--- src/rtl/seg7_scan_driver.sv ---
// Time-multiplexed common-anode 7-segment scanner with frame-synchronous input
// latching, PWM brightness, per-digit blank/blink, decimal points and optional hex.
module seg7_scan_driver #(
  parameter int NUM_DIGITS   = 8,
  parameter int TICK_DIV     = 1024,
  parameter int BRIGHT_W     = 4,
  parameter int BLINK_FRAMES = 64,
  parameter int HEX_EN       = 1
) (
  input  logic                    clock,
  input  logic                    reset,
  input  logic [4*NUM_DIGITS-1:0] digits_code,
  input  logic [NUM_DIGITS-1:0]   dp_in,
  input  logic [NUM_DIGITS-1:0]   blank_in,
  input  logic [NUM_DIGITS-1:0]   blink_in,
  input  logic [BRIGHT_W-1:0]     brightness,
  output logic [NUM_DIGITS-1:0]   anode,
  output logic [6:0]              segments,
  output logic                    dp_out,
  output logic                    frame_start
);

  localparam int PRESC_W = (TICK_DIV > 1) ? $clog2(TICK_DIV) : 1;
  localparam int IDX_W   = $clog2(NUM_DIGITS);
  localparam int BLINK_W = $clog2(BLINK_FRAMES + 1);
  localparam logic [PRESC_W-1:0] PRESC_LAST = PRESC_W'(TICK_DIV - 1);
  localparam logic [IDX_W-1:0]   IDX_LAST   = IDX_W'(NUM_DIGITS - 1);
  localparam logic [BLINK_W-1:0] BLINK_LAST = BLINK_W'(BLINK_FRAMES);

  logic [PRESC_W-1:0]      presc_reg, presc_next;
  logic [BRIGHT_W-1:0]     phase_reg, phase_next;
  logic [IDX_W-1:0]        idx_reg, idx_next;
  logic [BLINK_W-1:0]      blink_cnt_reg, blink_cnt_next;
  logic                    blink_phase_reg, blink_phase_next;
  logic [4*NUM_DIGITS-1:0] code_reg, code_next;
  logic [NUM_DIGITS-1:0]   dp_reg, dp_next;
  logic [NUM_DIGITS-1:0]   blank_reg, blank_next;
  logic [NUM_DIGITS-1:0]   blink_reg, blink_next;
  logic [BRIGHT_W-1:0]     bright_reg, bright_next;
  logic [NUM_DIGITS-1:0]   anode_reg, anode_next;
  logic [6:0]              seg_reg, seg_next;
  logic                    dp_out_reg, dp_out_next;

  logic       tick, slot_end, frame_boundary, lit;
  logic [3:0] cur_code;
  logic [6:0] cur_decode;
  logic [3:0]            digit_code [NUM_DIGITS];
  logic [NUM_DIGITS-1:0] digit_on;

  always_comb begin
    tick           = (presc_reg == PRESC_LAST);
    slot_end       = tick && (phase_reg == '1);
    frame_boundary = (presc_reg == '0) && (phase_reg == '0) && (idx_reg == '0);

    presc_next = tick ? '0 : presc_reg + 1'b1;
    phase_next = tick ? phase_reg + 1'b1 : phase_reg;
    idx_next   = idx_reg;
    if (slot_end)
      idx_next = (idx_reg == IDX_LAST) ? '0 : idx_reg + 1'b1;

    code_next   = frame_boundary ? digits_code : code_reg;
    dp_next     = frame_boundary ? dp_in       : dp_reg;
    blank_next  = frame_boundary ? blank_in    : blank_reg;
    blink_next  = frame_boundary ? blink_in    : blink_reg;
    bright_next = frame_boundary ? brightness  : bright_reg;

    // Boundaries are counted from reset; the counter restarts at 1 because the
    // toggling boundary itself is the first frame of the new half-period.
    blink_cnt_next   = blink_cnt_reg;
    blink_phase_next = blink_phase_reg;
    if (frame_boundary) begin
      if (blink_cnt_reg == BLINK_LAST) begin
        blink_cnt_next   = BLINK_W'(1);
        blink_phase_next = ~blink_phase_reg;
      end else begin
        blink_cnt_next = blink_cnt_reg + 1'b1;
      end
    end
  end

  // Display decisions use the values being latched this cycle, so the first
  // slot of a frame already reflects the newly captured inputs.
  for (genvar gi = 0; gi < NUM_DIGITS; gi++) begin : g_digit
    assign digit_code[gi] = code_next[4*gi +: 4];
    assign digit_on[gi]   = ~blank_next[gi] & ~(blink_next[gi] & blink_phase_next);
  end

  always_comb begin
    cur_code = digit_code[idx_reg];
    lit = (phase_reg < bright_next) && digit_on[idx_reg] &&
          ((HEX_EN != 0) || (cur_code < 4'd10));
  end

  always_comb begin
    cur_decode = 7'h7F;
    case (cur_code)
      4'h0: cur_decode = 7'b0000001;
      4'h1: cur_decode = 7'b1001111;
      4'h2: cur_decode = 7'b0010010;
      4'h3: cur_decode = 7'b0000110;
      4'h4: cur_decode = 7'b1001100;
      4'h5: cur_decode = 7'b0100100;
      4'h6: cur_decode = 7'b0100000;
      4'h7: cur_decode = 7'b0001111;
      4'h8: cur_decode = 7'b0000000;
      4'h9: cur_decode = 7'b0000100;
      4'hA: cur_decode = 7'b0001000;
      4'hB: cur_decode = 7'b1100000;
      4'hC: cur_decode = 7'b0110001;
      4'hD: cur_decode = 7'b1000010;
      4'hE: cur_decode = 7'b0110000;
      4'hF: cur_decode = 7'b0111000;
      default: cur_decode = 7'h7F;
    endcase
  end

  always_comb begin
    anode_next  = '1;
    seg_next    = 7'h7F;
    dp_out_next = 1'b1;
    if (lit) begin
      anode_next  = ~(NUM_DIGITS'(1) << idx_reg);
      seg_next    = cur_decode;
      dp_out_next = ~dp_next[idx_reg];
    end
  end

  always_ff @(posedge clock) begin
    if (reset) begin
      presc_reg       <= '0;
      phase_reg       <= '0;
      idx_reg         <= '0;
      blink_cnt_reg   <= '0;
      blink_phase_reg <= 1'b0;
      code_reg        <= '0;
      dp_reg          <= '0;
      blank_reg       <= '1;
      blink_reg       <= '0;
      bright_reg      <= '0;
      anode_reg       <= '1;
      seg_reg         <= 7'h7F;
      dp_out_reg      <= 1'b1;
    end else begin
      presc_reg       <= presc_next;
      phase_reg       <= phase_next;
      idx_reg         <= idx_next;
      blink_cnt_reg   <= blink_cnt_next;
      blink_phase_reg <= blink_phase_next;
      code_reg        <= code_next;
      dp_reg          <= dp_next;
      blank_reg       <= blank_next;
      blink_reg       <= blink_next;
      bright_reg      <= bright_next;
      anode_reg       <= anode_next;
      seg_reg         <= seg_next;
      dp_out_reg      <= dp_out_next;
    end
  end

  // Counters sit at zero while reset is held, so the pulse is masked until release.
  assign frame_start = frame_boundary & ~reset;
  assign anode       = anode_reg;
  assign segments    = seg_reg;
  assign dp_out      = dp_out_reg;

endmodule

--- config.mk ---
export PLATFORM = sky130hd
export DESIGN_NAME = seg7_scan_driver
export DESIGN_NICKNAME = d
export VERILOG_FILES = /design/src/rtl/seg7_scan_driver.sv
export SDC_FILE = /design/constraint.sdc
export NUM_CORES = 1
export LEC_CHECK = 0
export CAP_MARGIN = 20
export CELL_PAD_IN_SITES_DETAIL_PLACEMENT = 0
export CELL_PAD_IN_SITES_GLOBAL_PLACEMENT = 2
export CORE_MARGIN = 2
export CORE_UTILIZATION = 30
export CTS_CLUSTER_DIAMETER = 50
export CTS_CLUSTER_SIZE = 40
export DETAILED_ROUTE_END_ITERATION = 12
export PLACE_DENSITY_LB_ADDON = 0.1
export SETUP_SLACK_MARGIN = 0.1
export SLEW_MARGIN = 15
export SYNTH_ARGS = -nofsm -noshare
export SYNTH_HDL_FRONTEND = slang
export SYNTH_SLANG_ARGS = --single-unit
--- constraint.sdc ---
create_clock -name clock -period 8.75 [get_ports clock]
set_clock_uncertainty 0.1 [all_clocks]
set_input_delay 0.875 -clock clock [delete_from_list [all_inputs] [get_ports clock]]
set_output_delay 0.875 -clock clock [all_outputs]
set_load 0.05 [all_outputs]
# After elaboration in Yosys (flattened, before gate mapping)

Memory sizes are Yosys's and may differ from the RTL's. A register that Yosys moved wholly into a read port is not among the register bits.
Index checks and enable logic that the tools add are counted.

Word-level logic and storage cells: 89
Bits of input ports: 62
Output and inout bits: 17
Memories kept: 1
Memory bits (read-only): 112
Flip-flop bits (word level): 94

$add $sub $neg: 4
Reductions and logical operators: 9
Multiplexer cells: 16
Bitwise operators: 39
Shift-type cells: 1
Eq/ne operators: 4
Order comparisons: 3

Memory list:

| name             | words | bits a word | rd ports | clocked after memory_dff | wr ports | line | text |
|---|---|---|---|---|---|---|---|
| (name not given) | 16    | 7           | 1        | 1                        | 0        | 96   | `case (cur_code)` |

Operators by type and width:

| cell                    | count |
|---|---|
| $mux W32                | 1 |
| $mux W8                 | 3 |
| $not A1 Y1              | 20 |
| $and A1 B1 Y1           | 17 |
| $bmux W4 S3             | 1 |
| $mux W4                 | 3 |
| $add A10 B1 Y10 const B | 1 |
| $eq A10 B10 Y1 const B  | 1 |
| $logic_not A10 Y1       | 1 |
| $not A8 Y8              | 1 |
| $shl A1 B3 Y8 const A   | 1 |
| $add A7 B1 Y7 const B   | 1 |
| $eq A7 B7 Y1 const B    | 1 |
| $mux W7                 | 1 |
| $bmux W1 S3             | 2 |
| $add A4 B1 Y4 const B   | 1 |
| $eq A4 B4 Y1 const B    | 1 |
| $ge A4 B4 Y1 const B    | 1 |
| $logic_and A1 B1 Y1     | 4 |
| $logic_not A4 Y1        | 1 |
| $lt A3 B4 Y1 const B    | 1 |
| $lt A4 B4 Y1            | 1 |
| $mux W1                 | 4 |
| $not A3 Y4              | 1 |
| other kinds (5)         | 6 |

# Logic depth before layout (Yosys ltp)

Gate-level depths: netlist (run 1).

Word-level depth: 12
Depth in mapped cells: 17
Depth with buffers taken out: 14

# Worst setup path before layout (run 1)

OpenSTA, ideal clock, no wires.

Path kind: register to register
Start: reg idx_reg[0]
End: reg seg_reg[5] (netlist: segments[5])
Period minus slack after synthesis: 3997 ps
Slack: 4753 ps
Arrival time: 3768 ps
Cell stages (with the launch flop): 18
Cells stage by stage: dfxtp_1 -> clkbuf_1 -> inv_2 -> ha_1 -> nor4b_4 -> nand4_2 -> buf_6 -> buf_2 -> buf_1 -> mux2i_1 -> ha_1 -> a21o_1 -> a211oi_1 -> nand2_1 -> a31oi_1 -> and4b_1 -> buf_2 -> nand4_1

Word-level cells in the longest chain between the ends: 11
Elaborated cells between the ends (all ways): 49
Those cells by class: 1 x order compare; 10 x mux; 34 x bitwise; 4 x reduce/logical

RTL lines:

| item                               | line   | text |
|---|---|---|
| start: declaration                 | 32     | `logic [IDX_W-1:0] idx_reg, idx_next;` |
| start signal: assignment           | 146    | `idx_reg <= idx_next;` |
| $logic_not A3 Y1                   | 53     | `frame_boundary = (presc_reg == '0) && (phase_reg == '0) && (idx_reg == '0);` |
| $logic_and A1 B1 Y1                | 53     |  |
| $mux W8 or $mux W1 (tied branches) | 64, 71 |  |
| $and A1 B1 Y1                      | 85     | `assign digit_on[gi] = ~blank_next[gi] & ~(blink_next[gi] & blink_phase_next);` |
| $not A1 Y1                         | 85     |  |
| $and A1 B1 Y1                      | 85     |  |
| $bmux W1 S3                        | 90     | `lit = (phase_reg < bright_next) && digit_on[idx_reg] &&` |
| $mux W1 (not written as such)      | 90     |  |
| $logic_and A1 B1 Y1                | 90     |  |
| $not A1 Y1 (no line)               | -      |  |
| $reduce_or A2 Y1 (no line)         | -      |  |
| end: declaration                   | 41     | `logic [6:0] seg_reg, seg_next;` |

Several ways; a longest one is shown, not always the timed one. The select of a mux whose other input is x is not followed.
A chain may end at the register's enable or synchronous reset.

# Worst setup path in the final report (run 1)

Start: reg idx_reg[0]
End: reg seg_reg[3] (netlist: segments[3])

Same word-level chain as after synthesis.

==> run summary, run 1 <==
outcome: finished clean
post-synth top area share: 43.5%
die width: 128 um
clock tree sinks: 101
worst slew pin tran: 0.878 ns
total core area: 15100 um2
average routed wire per standard cell: 15.7 um
most frequent cell after synthesis: dfxtp_1
worst-skew pair later-pin latency: 0.35 ns
syn_nets: 604
CTS Hold Bufs: 0
highest clock rate: 0.227 GHz
Clock Tree Buf Depth: 2
Post-DP HPWL: 8.28 mm
Max-Cap Viols: 0
initial antenna violation count: 0
n_diodes: 0
layout cells sized above 1: 7.43%
Setup crit end kind: register
CTS Root Buffer Type: clkbuf_16
Setup Buffers After CTS: 0
RSZ-0062 raised after global routing: false
Largest register FFs: 32
largest net degree at the start of global routing: 71
final setup fails: 0
WS Path Type: register to register
setup ws final: 4.34 ns
startpoint type of the worst setup path: register
synth unique cells: 54
CTS tree: built
hold slack: 0.350 ns
starting density of the core: 30.7%
standard-cell row count: 45
dominant synthesized flop cell: dfxtp_1
Period minus WS final: 4.41 ns
largest family of logic cells by synthesized area: simple AND/OR/NAND/NOR gates
DR pass1 iterations: 4
vias in the first global route: 3694
synth warn: 0
Post-Syn Instances: 522
FFs w/ async S/R, synth: 0%
Seq/Total Area, Yosys: 43.5%
Final ANT Viol Nets: 0
Die ar.: 16500 um2
PortBufs: 78
CP max stage delay: 0.65 ns
crit path DAT: 4.53 ns
post-synthesis compound-gate area fraction: 11.4%
Ports: 79
area leader, netlist: dfxtp_1
Synth Area per Inst: 8.91 um2
post-synthesis mux area share: 11.5%
synthesis-stage register bit count: 101
drt drc: 0
Hold Crit Class: register to register
total power: 1.15 mW
Hold Vio Cnt, Final: 0
Synth Area in Simple Gates: 21.0%
Peak VDD IR: 0.0000913 V
synthesized area: 4650 um2
Place WS: 4.32 ns
GPL Wtd Cong: 0.767
1st-iter DRT viols: 187
GRT Util Overall: 15.4%
DR vias/cell: 4.89
Synth area leaders: dfxtp_1, nand2_1, mux2i_1, ha_1, a21oi_1
Slew HR: 41.5%
# fillers: 1535
Power per Cell Area: 197 nW/um2
Die H: 128 um
FF-to-FF setup slack: 4.34 ns
Core Util, Final: 38.7%
Worst EP required: 8.87 ns
first-pass GRT wire length: 19.8 mm
count of pins over their slew limit: 0
P_leak: 2.36 nW
CTS H-tree depth: 3
Sum Neg Setup Slack: 0 ns
gr ovfl total: 0
critical path's slowest cell: buf_4
Synth top cells by count: dfxtp_1, nand2_1, nor2_1
post-cts resize count: 0
Clock transition at path regs: 0.07 ns
fin crit share: 50.4%
Layout area overhead: 26.2%
final net count: 669
number of synthesized flops with an enable pin: 0
CP cell instances: buf_4 > inv_2 > ha_1 > nor4b_4 > nand4_4 > buf_4 > mux2i_1 > nand2_1 > a32o_1 > a221oi_1 > inv_1 > ha_1 > mux2_1 > mux2i_1 > nand2_1
number of CTS-inserted buffers: 9
adder-cell share of the synthesized area: 5.38%
critical path peak fanout: 66
via count: 3816
xor/xnor share of the synthesized area: 3.20%
routed wire length: 12.2 mm
-- layout by cell type (no fill, tap or decap), types with 9 or more instances in the layout --
cell type	instances
nand3_1	23
a21oi_1	49
ha_1	20
nand2_1	99
inv_1	14
mux2i_1	28
nor2_1	62
xor2_1	9
dfxtp_1	101
clkbuf_16	9
clkdlybuf4s50_1	77
-- logic make-up after synthesis --
| logic type | after synthesis |
|---|---|
| simple gates | 217 |
| flops | 101 |
| compound gates | 83 |
| buf+inv | 44 |
| mux | 40 |
| fa+ha+maj | 20 |
| xor+xnor | 17 |
-- metal layers --
layer  GRT usage (%)  share of wire, %  up-vias
li1                -                 -     1927
met1            20.0                47     1807
met2            25.7                47       77
met3            4.28               4.9        5
met4            3.07              0.71        0
met5               0                 0        -
-- critical path: cells and delay by family, from the launching register on --
family	cells	cell delay (ns)
AOI/OAI and AO/OA	2	0.77
adders and majority gates	2	0.53
buffers and inverters	4	1.40
DFF	1	0.31
muxes	3	0.73
and+or+nand+nor	4	0.38
-- metrics by stage --
stage	area [um2]	instances
2_1_floorplan	4650	522
3_3_place_gp	5570	764
3_5_place_dp	5570	764
4_1_cts	5870	780
5_1_grt	5870	780
6_report	5870	780
-- power breakdown --
part	total, mW	internal [mW]	switching (mW)
Clock	0.402	0.222	0.180
Sequential	0.511	0.496	0.0147
Combinational	0.242	0.104	0.138
Total	1.15	0.822	0.333
-- path summary, 6_finish.rpt --
check / from / to / depth (start not counted)
setup / recovery: idx_reg[0]$_SDFFE_PP0P_ / segments[3]$_SDFF_PP1_ / 15
setup reg to reg: idx_reg[0]$_SDFFE_PP0P_ / segments[3]$_SDFF_PP1_ / 15
hold reg to reg: code_reg[3]$_SDFF_PP0_ / code_reg[3]$_SDFF_PP0_ / 2
hold / removal: code_reg[3]$_SDFF_PP0_ / code_reg[3]$_SDFF_PP0_ / 2
-- cell type report --
class                      count  area [um2]  area share (%)
multi-input combinational    377        2450            41.8
clock inverter                 6        63.8            1.09
inverter                      16        60.1            1.02
timing repair buffer          82         806            13.7
clock buffer                  10         229            3.90
tap                          188         235            4.01
sequential                   101        2020            34.5
Note: power is estimated with default switching activity, not from simulation.
==> run 2, diff against run 1 <==
==> constraint.sdc (replaced) <==
create_clock -name clock -period 4.54 [get_ports clock]
set_clock_uncertainty 0.1 [all_clocks]
set_input_delay 0.454 -clock clock [delete_from_list [all_inputs] [get_ports clock]]
set_output_delay 0.454 -clock clock [all_outputs]
set_load 0.05 [all_outputs]
==> run summary, run 2 (same netlist as run 1, synthesis figures left out) <==
PortBufs: 78
Power per Cell Area: 380 nW/um2
Clock transition at path regs: 0.07 ns
number of CTS-inserted buffers: 9
initial antenna violation count: 0
Final ANT Viol Nets: 0
highest clock rate: 0.253 GHz
commonest cells after routing, fill and taps aside: dfxtp_1, nand2_1, clkdlybuf4s50_1, nor2_1, a21oi_1
Setup Buffers After CTS: 0
Hold Vio Cnt, Final: 0
GRT Util Overall: 15.5%
Die H: 128 um
fin crit share: 87.0%
first-pass GRT wire length: 19.9 mm
grt peak-use layer: met2
final net count: 673
Post-DP HPWL: 8.57 mm
DR pass1 iterations: 4
CTS tree: built
layout cells sized above 1: 8.22%
Layout area overhead: 27.3%
met1 Resource Use GR: 19.8%
Clock Tree Buf Depth: 2
CTS Hold Bufs: 0
count of pins over their slew limit: 0
GPL Wtd Cong: 0.767
P_leak: 2.39 nW
RSZ-0062 raised after global routing: false
drt drc: 0
worst r2r src: idx_reg[1]$_SDFFE_PP0P_
CTS H-tree depth: 3
standard-cell row count: 45
vias in the first global route: 3817
Worst EP required: 4.66 ns
clock tree sinks: 101
cell depth of the worst flop-to-flop path: 13
Hold Crit Class: register to register
WS Path Type: register to register
gr ovfl total: 0
CTS Root Buffer Type: clkbuf_16
n_diodes: 0
commonest non-fill, non-tap cell in the layout: dfxtp_1
GR met2 Demand/Resource: 26.1%
Die ar.: 16500 um2
DR vias/cell: 4.87
via count: 3821
average routed wire per standard cell: 15.5 um
Setup crit end kind: register
worst slew pin tran: 0.758 ns
starting density of the core: 30.7%
Slew HR: 49.4%
Peak VDD IR: 0.000196 V
worst-skew pair later-pin latency: 0.35 ns
CP endpoint: segments[3]$_SDFF_PP1_
die width: 128 um
critical path peak fanout: 24
FF-to-FF setup slack: 0.59 ns
routed wire length: 12.2 mm
total power: 2.25 mW
final setup fails: 0
Period minus WS final: 3.95 ns
crit path DAT: 4.07 ns
Largest register FFs: 32
startpoint type of the worst setup path: register
Sum Neg Setup Slack: 0 ns
RR Endpoint: segments[3]$_SDFF_PP1_
Max-Cap Viols: 0
post-cts resize count: 0
crit path from: idx_reg[1]$_SDFFE_PP0P_
1st-iter DRT viols: 229
Ports: 79
largest net degree at the start of global routing: 39
M3 GR Usage: 4.45%
outcome: finished clean
total core area: 15100 um2
-- run 2: cell count changes in the layout (fill, tap and decap cells not counted) --
| cell | change |
|---|---|
| buf_12 | +1 |
| buf_4 | +3 |
| clkbuf_1 | -1 |
| clkbuf_8 | +1 |
| clkinv_4 | -1 |
| clkinvlp_4 | +1 |
-- run 2: final cells by class --
class | instances | area [um2]
well taps | 188 | 235
repair buffers | 86 | 848
clock buffers | 10 | 239
multi-input cells | 377 | 2450
clock inverters | 6 | 62.6
inverters | 16 | 60.1
flip-flops and latches | 101 | 2020
fillers | 1520 | 9230
-- run 2: stage by stage --
| stage | util [%] | hold slack [ns] | worst slack (ns) | area [um2] | instances |
|---|---|---|---|---|---|
| global placement | 37.1 | 0.338 | 0.631 | 5620 | 768 |
| CTS | 39.1 | 0.352 | 0.526 | 5920 | 784 |
| detailed placement | 37.1 | 0.342 | 0.547 | 5620 | 768 |
| finish | 39.1 | 0.350 | 0.591 | 5920 | 784 |
| global route | 39.1 | 0.373 | 0.232 | 5920 | 784 |
| floorplan | - | 0.330 | 0.543 | 4650 | 522 |
-- run 2: layer usage --
| layer | up-vias | routed length, um | share of wire [%] |
|---|---|---|---|
| met5 | - | 0 | 0 |
| met3 | 5 | 569 | 4.7 |
| li1 | 1938 | - | - |
| met2 | 83 | 5600 | 46 |
| met1 | 1795 | 5880 | 48 |
| met4 | 0 | 110 | 0.90 |
-- run 2: how the worst min path moves through the flow --
stage / cells after the start / slack, ns / from / to
3_5_place_dp: 2 / 0.34 / code_reg[2]$_SDFF_PP0_ / code_reg[2]$_SDFF_PP0_
6_report: 2 / 0.35 / code_reg[2]$_SDFF_PP0_ / code_reg[2]$_SDFF_PP0_
5_1_grt: 2 / 0.37 / blink_reg[3]$_SDFF_PP0_ / blink_reg[3]$_SDFF_PP0_
3_3_place_gp: 2 / 0.34 / code_reg[7]$_SDFF_PP0_ / code_reg[7]$_SDFF_PP0_
4_1_cts: 2 / 0.35 / code_reg[2]$_SDFF_PP0_ / code_reg[2]$_SDFF_PP0_
2_1_floorplan: 1 / 0.33 / presc_reg[0]$_SDFF_PP0_ / presc_reg[0]$_SDFF_PP0_
-- run 2: worst max-delay path, cell delays in order (launching register included) --
cell and delay (ns):
dfxtp_1 0.41, inv_1 0.20, ha_1 0.22, nor4b_4 0.27, nand4_4 0.48, mux2i_1 0.35, nand2_1 0.09, a32o_1 0.27
a221oi_1 0.49, inv_1 0.20, ha_1 0.24, mux2_1 0.30, mux2i_1 0.13, nand2_1 0.06
-- run 2: power by group --
group	switching [mW]	leakage [nW]	internal (mW)
sequential	0.0282	0.829	0.956
combinational	0.268	1.42	0.211
clock	0.347	0.140	0.441
==> run 3, diff against run 2 <==
--- a/config.mk
+++ b/config.mk
@@ -14,7 +14,7 @@
 export CTS_CLUSTER_SIZE = 40
 export DETAILED_ROUTE_END_ITERATION = 12
 export PLACE_DENSITY_LB_ADDON = 0.1
-export SETUP_SLACK_MARGIN = 0.1
+export SETUP_SLACK_MARGIN = 0.4
 export SLEW_MARGIN = 15
 export SYNTH_ARGS = -nofsm -noshare
 export SYNTH_HDL_FRONTEND = slang
==> run summary, run 3 (same netlist as run 1, synthesis figures left out) <==
outcome: finished clean
first-pass GRT wire length: 19.9 mm
starting density of the core: 30.7%
final net count: 674
commonest non-fill, non-tap cell in the layout: dfxtp_1
startpoint type of the worst setup path: register
Slew HR: 40.2%
# fillers: 1518
Peak VDD IR: 0.000195 V
DR pass1 iterations: 4
gr ovfl total: 0
1st-iter DRT viols: 210
layout cells sized above 1: 8.71%
highest clock rate: 0.255 GHz
PortBufs: 78
WS Path Type: register to primary output
CTS H-tree depth: 3
GRT Util Overall: 15.5%
n_diodes: 0
critical path's slowest cell: clkdlybuf4s50_1
Largest register FFs: 32
crit path from: idx_reg[1]$_SDFFE_PP0P_
Setup crit end kind: primary output
worst r2r src: idx_reg[1]$_SDFFE_PP0P_
total power: 2.26 mW
initial antenna violation count: 0
met2 WL: 5.88 mm
average routed wire per standard cell: 16.0 um
standard-cell row count: 45
final setup fails: 0
Setup Buffers After CTS: 0
Clock transition at path regs: 0.07 ns
Hold Vio Cnt, Final: 0
hold_sp: code_reg[30]$_SDFF_PP0_
count of pins over their slew limit: 0
CP cell instances: inv_1 > ha_1 > nor4b_4 > nand4_4 > buf_12 > nor2_1 > clkdlybuf4s50_1
GPL Wtd Cong: 0.767
via count: 3858
Period minus WS final: 3.93 ns
Post-DP HPWL: 8.57 mm
die width: 128 um
worst-skew pair later-pin latency: 0.35 ns
Clock Tree Buf Depth: 2
P_leak: 2.40 nW
fin crit share: 86.5%
crit path DAT: 3.37 ns
clock tree sinks: 101
drt drc: 0
CTS tree: built
vias in the first global route: 3817
top layer used by detailed routing: met4
Die H: 128 um
Hold Crit Class: register to register
Met3 Wirelength: 544 um
Final ANT Viol Nets: 0
hold slack: 0.351 ns
CP max stage delay: 0.81 ns
Worst EP required: 3.99 ns
commonest cells after routing, fill and taps aside: dfxtp_1, nand2_1, clkdlybuf4s50_1, nor2_1, a21oi_1
largest net degree at the start of global routing: 39
Post-Place Cells: 768
RSZ-0062 raised after global routing: true
worst slew pin tran: 0.889 ns
routed wire length: 12.6 mm
total core area: 15100 um2
fin cells: 785
DRT met1 WL: 6.10 mm
DR vias/cell: 4.91
Ports: 79
Sum Neg Setup Slack: 0 ns
number of CTS-inserted buffers: 9
critical path peak fanout: 30
Power per Cell Area: 380 nW/um2
Max-Cap Viols: 0
Die ar.: 16500 um2
Layout area overhead: 27.7%
CTS Root Buffer Type: clkbuf_16
-- run 3: cell types whose count changed in the layout (fill, tap and decap cells not counted), sizes merged --
cell and change:
nand4 +1
-- run 3: per-layer routing --
layer  vias to the layer above  track usage [%]
li1                       1946                -
met5                         -                0
met2                        83             26.1
met3                         2             4.45
met4                         0             3.32
met1                      1827             19.8
-- run 3: power breakdown --
part | internal [mW] | leakage, nW | switching [mW]
logic | 0.214 | 1.43 | 0.273
registers | 0.956 | 0.829 | 0.0283
clock network | 0.440 | 0.140 | 0.343
-- run 3: final timing paths --
kind	to	slack, ns	cells past startpoint
worst max-delay path	frame_start	0.61	7
worst min-delay path	code_reg[30]$_SDFF_PP0_	0.35	2
worst max register to register	segments[5]$_SDFF_PP1_	0.64	13
worst min register to register	code_reg[30]$_SDFF_PP0_	0.35	2
-- run 3: stage by stage --
stage                     cell area, um2  util [%]  setup WS (ns)
final                               5940      39.2          0.612
after floorplan                     4650         -          0.543
after detailed placement            5620      37.1          0.547
after CTS                           5920      39.1          0.526
after global placement              5620      37.1          0.631
after global routing                5940      39.2          0.381
-- run 3: critical path: cells and delay by family, from the launching register on --
kind	cells	cell delay (ns)
adders and majority gates	1	0.23
buffers and inverters	3	1.33
DFF	1	0.41
and+or+nand+nor	3	1.03
-- run 3: what timing repair did --
action | CTS | global route
resized for setup | 0 | 3
setup endpoints to repair | 0 | 13
hold buffers | 0 | 0
-- run 3: final cells by class --
type	instances	area [um2]	area share [%]
Timing Repair Buffer	86	848	14.3
Tap cell	188	235	3.96
Sequential cell	101	2020	34.0
Multi-Input combinational cell	378	2470	41.6
Clock inverter	6	62.6	1.05
Inverter	16	60.1	1.01
Clock buffer	10	239	4.02
